===== src/rtl/id_ex_reg.sv =====
// ID/EX pipeline register: captures decode-stage payload with stall (write=0) and flush (bubble).
// Optional: define ID_EX_BUBBLE_CNT_EN to add a saturating 16-bit bubble counter output.
module id_ex_reg #(
    parameter int DATA_WIDTH = 32
) (
    input  logic                  clk,
    input  logic                  reset,
    input  logic                  write,
    input  logic                  flush,
    input  logic                  valid_in,
    input  logic [7:0]            ctrl_in,
    input  logic [DATA_WIDTH-1:0] PC_in,
    input  logic [DATA_WIDTH-1:0] RD1_in,
    input  logic [DATA_WIDTH-1:0] RD2_in,
    input  logic [DATA_WIDTH-1:0] IMM_in,
    input  logic [2:0]            FUNCT3_in,
    input  logic [6:0]            FUNCT7_in,
    input  logic [4:0]            RS1_in,
    input  logic [4:0]            RS2_in,
    input  logic [4:0]            RD_in,
    output logic [7:0]            ctrl_ex,
    output logic [DATA_WIDTH-1:0] PC_ex,
    output logic [DATA_WIDTH-1:0] RD1_ex,
    output logic [DATA_WIDTH-1:0] RD2_ex,
    output logic [DATA_WIDTH-1:0] IMM_ex,
    output logic [2:0]            FUNCT3_ex,
    output logic [6:0]            FUNCT7_ex,
    output logic [4:0]            RS1_ex,
    output logic [4:0]            RS2_ex,
    output logic [4:0]            RD_ex,
    output logic                  valid_ex
`ifdef ID_EX_BUBBLE_CNT_EN
    ,
    output logic [15:0]           bubble_cnt
`endif
);

    typedef struct packed {
        logic                  valid;
        logic [7:0]            ctrl;
        logic [DATA_WIDTH-1:0] pc;
        logic [DATA_WIDTH-1:0] rd1;
        logic [DATA_WIDTH-1:0] rd2;
        logic [DATA_WIDTH-1:0] imm;
        logic [2:0]            funct3;
        logic [6:0]            funct7;
        logic [4:0]            rs1;
        logic [4:0]            rs2;
        logic [4:0]            rd;
    } stage_t;

    stage_t in_s;
    stage_t stage_d;
    stage_t stage_q;

    // A non-valid slot must never carry live control, so ctrl is gated by valid_in.
    always_comb begin
        in_s        = '0;
        in_s.valid  = valid_in;
        in_s.ctrl   = valid_in ? ctrl_in : 8'h00;
        in_s.pc     = PC_in;
        in_s.rd1    = RD1_in;
        in_s.rd2    = RD2_in;
        in_s.imm    = IMM_in;
        in_s.funct3 = FUNCT3_in;
        in_s.funct7 = FUNCT7_in;
        in_s.rs1    = RS1_in;
        in_s.rs2    = RS2_in;
        in_s.rd     = RD_in;
    end

    always_comb begin
        stage_d = stage_q;
        if (flush) begin
            stage_d = '0;
        end else if (write) begin
            stage_d = in_s;
        end
    end

    always_ff @(posedge clk) begin
        if (reset) begin
            stage_q <= '0;
        end else begin
            stage_q <= stage_d;
        end
    end

    assign valid_ex  = stage_q.valid;
    assign ctrl_ex   = stage_q.ctrl;
    assign PC_ex     = stage_q.pc;
    assign RD1_ex    = stage_q.rd1;
    assign RD2_ex    = stage_q.rd2;
    assign IMM_ex    = stage_q.imm;
    assign FUNCT3_ex = stage_q.funct3;
    assign FUNCT7_ex = stage_q.funct7;
    assign RS1_ex    = stage_q.rs1;
    assign RS2_ex    = stage_q.rs2;
    assign RD_ex     = stage_q.rd;

`ifdef ID_EX_BUBBLE_CNT_EN
    logic [15:0] bcnt_d;
    logic [15:0] bcnt_q;
    logic        bubble;

    // A bubble is either an explicit flush or a captured non-valid slot.
    assign bubble = flush | (write & ~valid_in);

    always_comb begin
        bcnt_d = bcnt_q;
        if (bubble && (bcnt_q != 16'hFFFF)) begin
            bcnt_d = bcnt_q + 16'd1;
        end
    end

    always_ff @(posedge clk) begin
        if (reset) begin
            bcnt_q <= 16'h0000;
        end else begin
            bcnt_q <= bcnt_d;
        end
    end

    assign bubble_cnt = bcnt_q;
`endif

endmodule


===== config.mk =====
export PLATFORM = sky130hd
export DESIGN_NAME = id_ex_reg
export DESIGN_NICKNAME = d
export VERILOG_FILES = /design/src/rtl/id_ex_reg.sv
export SDC_FILE = /design/constraint.sdc
export NUM_CORES = 1
export LEC_CHECK = 0
export CAP_MARGIN = 10
export CELL_PAD_IN_SITES_DETAIL_PLACEMENT = 1
export CELL_PAD_IN_SITES_GLOBAL_PLACEMENT = 1
export CORE_ASPECT_RATIO = 0.7
export CORE_MARGIN = 2
export CORE_UTILIZATION = 28
export CTS_CLUSTER_SIZE = 12
export DETAILED_ROUTE_END_ITERATION = 16
export PLACE_DENSITY_LB_ADDON = 0.12
export SYNTH_ARGS = -nofsm -noshare
export SYNTH_HDL_FRONTEND = slang
export SYNTH_SLANG_ARGS = --single-unit
export TNS_END_PERCENT = 100

===== constraint.sdc =====
create_clock -name clk -period 1.1 [get_ports clk]
set_input_delay 0.11 -clock clk [delete_from_list [all_inputs] [get_ports clk]]
set_output_delay 0.11 -clock clk [all_outputs]
set_load 0.02 [all_outputs]

# ---- After elaboration in Yosys (flattened, before gate mapping)
# Cells that the tools add are included.
dict set report word_totals {
  out_inout_bits 162
  reg_bits 162
}
dict set report op_classes {
  reduce_logical 1
  muxes 1
}
# cell n
set op_table {}
lappend op_table {{$mux W8} 1}
lappend op_table {{$reduce_or A2 Y1} 1}

# ---- Logic depth before layout (Yosys ltp)
dict set report logic_depth {
  word_depth 1
  ltp_mapped 5
}

# ---- Least setup slack after synthesis
# OpenSTA, ideal clock, no wires.
dict set report synth_timing {
  path_kind {input -> register}
  startpoint {input port write}
  endpoint {register stage_q, in the netlist IMM_ex[22]}
  arrival_time_ps 789
  setup_slack_ps 184
  stages 5
  setup_time_ps 128
  n_path_buf 3
  cell_sequence {buf_2 -> buf_6 -> buf_6 -> mux2i_1 -> nor2_1}
}
# item line
set synth_rtl {}
lappend synth_rtl {{start, declared} 8} ;# input logic write,
lappend synth_rtl {{end signal, assigned} 85} ;# stage_q <= stage_d;
lappend synth_rtl {{end, declared} 54} ;# stage_t stage_q;

# ---- Final worst setup path
dict set report layout_timing {
  startpoint {register stage_q, in the netlist FUNCT7_ex[3]}
  endpoint {output port FUNCT7_ex[3]}
}
# item line
set layout_rtl {}
lappend layout_rtl {{end, declared} 27} ;# output logic [6:0] FUNCT7_ex,
# No word-level cell between the ends.

==> results.json <==
{
  "outcome": "finished clean",
  "cp_cell_sequence": "buf_2",
  "peakVddDrop_v": 0.000952,
  "ys_ff_latch": 162,
  "synth.top_cell.area_share": 0.558,
  "hold_viol": 0,
  "clkTransAtPathRegs_ns": 0.06,
  "hp-class": "in2reg",
  "syn_avg_cell_area_um2": 10.9,
  "synth_top_cell_by_area": "dfxtp_1",
  "io_pins": 328,
  "path_buf_inv": 1,
  "synth_nets": 699,
  "drt-total-wl_um": 18900,
  "die_w_um": 176,
  "cts_setup_buffers": 0,
  "fp-row-count": 44,
  "worstSetupPathType": "reg2out",
  "cp.arrival_ns": 0.95,
  "fillers": 2316,
  "final_area_um2": 9290,
  "grtUsageTotal": 0.175,
  "syn_to_final_growth_pct": 60.0,
  "cts_tree": "yes",
  "seqPwrFrac": 0.422,
  "grt_pass1_vias": 5346,
  "finalPower_mw": 14.6,
  "synth_edf_count": 0,
  "dr.pass1.iters": 5,
  "tightest_slew_ns": 0.372,
  "slew_headroom": 0.751,
  "placed_area_um2": 9370,
  "h-tree-depth": 4,
  "finClkSkew_ns": 0,
  "cts_made_buffers": 17,
  "finalSetupViolations": 0,
  "drc_errors": 0,
  "clkSinkCount": 162,
  "synthFlopType": "dfxtp_1",
  "drive_above_1_share": 0.243,
  "start_kind": "register",
  "power_switching_mw": 3.43,
  "rsz0062_at_grt": "no",
  "fin_crit_ns": 1.06,
  "clockBufferDepth": 2,
  "ys_warn_count": 0,
  "yosys-top-cells-area": "dfxtp_1, mux2i_1, nor2_1, buf_6, nand2b_1",
  "cap_violations": 0,
  "via_per_inst": 4.34,
  "cpPeakStageDelay_ns": 0.34,
  "coreArea_um2": 20500,
  "final_net_count": 1022,
  "p_clk_frac": 0.449,
  "die_area_um2": 21900,
  "wire_per_inst_um": 16.6,
  "crit_required_ns": 0.99,
  "slowest_stage": "dfxtp_1",
  "synth_most_common_cell": "dfxtp_1",
  "grt_pass1_wl_um": 29800,
  "antenna_found_initial": 1,
  "end_kind": "output pin",
  "grt_max_degree": 44,
  "portBuffers": 327,
  "path_depth": 1,
  "async_reset_ff_frac": 0,
  "diodes": 0,
  "rr_worst_depth": 2,
  "synth_cell_types": 11,
  "dp_hpwl_um": 14300,
  "p_leak_nw": 4.40,
  "ctsRootBufferMaster": "clkbuf_16",
  "critPathMaxFanout": 2,
  "gp_congestion": 0.766,
  "syn_area_um2": 5810,
  "p_int_mw": 11.1,
  "synthCells": 533,
  "drt-initial-drc-count": 172,
  "pwr-share-comb": 0.128,
  "route.vias.total": 4969,
  "ant_nets": 0,
  "p_per_area_nw_per_um2": 1570,
  "slew_viol_final": 0,
  "hold_buffers": 0,
  "max_freq_mhz": 944,
  "synth_common_cells": "dfxtp_1, mux2i_1, nor2_1, buf_6, clkbuf_1",
  "start_util": 0.283,
  "worstSkewPairLatency_ns": 0.43,
  "crit_family": "flip-flops",
  "yosysSeqAreaShare": 0.558,
  "grt.overflow.total": 0,
  "switching_share": 0.235,
  "dieHeight_um": 125,
  "post_cts_resized": 652,
  "period_share": 0.963,
  "min_path_cells": 3
}
[power by group through the flow]
stage | logic [mW] | registers (mW) | clock network (mW)
2_1_floorplan | 0.678 | 6.51 | 0
3_3_place_gp | 2.00 | 6.28 | 0
3_5_place_dp | 2.05 | 6.29 | 0
4_1_cts | 1.88 | 6.15 | 6.73
5_1_grt | 2.01 | 6.17 | 6.99
6_report | 1.87 | 6.15 | 6.54
[layout make-up]
type,instances,area [µm²],share of cell area
clock buffers,19,433,0.0466
repair buffers,342,2800,0.302
multi-input cells,333,2260,0.243
well taps,276,345,0.0372
flip-flops and latches,162,3250,0.349
clock inverters,12,205,0.0221
[layer usage]
layer | vias to the layer above | GRT usage | share of wire
li1 | 2409 | - | -
met1 | 2352 | 0.196 | 0.41
met2 | 180 | 0.302 | 0.49
met3 | 28 | 0.0668 | 0.080
met4 | 0 | 0.0603 | 0.021
met5 | - | 0 | 0
[per-stage QoR]
stage | setup TNS (ns) | utilization | hold slack, ns | instances | setup WS (ns)
after floorplan | 0 | - | 0.257 | 533 | 0.184
after global placement | -19.83 | 0.456 | 0.455 | 1113 | -0.169
after detailed placement | -24.17 | 0.456 | 0.460 | 1113 | -0.212
after CTS | 0 | 0.448 | 0.0980 | 1144 | 0.0138
after global routing | 0 | 0.453 | 0.139 | 1144 | 0.0000364
final | 0 | 0.453 | 0.0946 | 1144 | 0.0404
[placed cells by master (no fill, tap or decap), drive strengths merged]
master,instances
clkdlybuf4s50,164
clkbuf,22
clkinvlp,1
dfxtp,162
or2,1
buf,175
a21oi,8
nand3,8
bufinv,5
nor2,154
mux2i,154
nand2b,8
inv,3
clkinv,3
[kinds of logic after synthesis]
logic type	count (synthesis)	share of synthesized area
buf+inv	38	0.0532
mux	154	0.265
compound gates	8	0.00689
flops	162	0.558
simple gates	171	0.116
[flip-flops by register name (all words and copies together) (netlist names)]
| signal | cells |
|---|---|
| FUNCT7_ex | 7 |
| RS1_ex | 5 |
| RS2_ex | 5 |
| RD2_ex | 32 |
| ctrl_ex | 8 |
| FUNCT3_ex | 3 |
| PC_ex | 32 |
| IMM_ex | 32 |
| RD1_ex | 32 |
| valid_ex | 1 |
| RD_ex | 5 |
[path summary, 6_finish.rpt]
check                                   from           end  slack, ns
worst max-delay path            FUNCT7_ex[3]  FUNCT7_ex[3]       0.04
worst max register to register    ctrl_ex[0]    ctrl_ex[0]       0.42
worst min register to register    ctrl_ex[6]    ctrl_ex[6]       0.47
worst min-delay path                   write     RD2_ex[5]       0.09
Note: power is estimated with default switching activity, not from simulation.
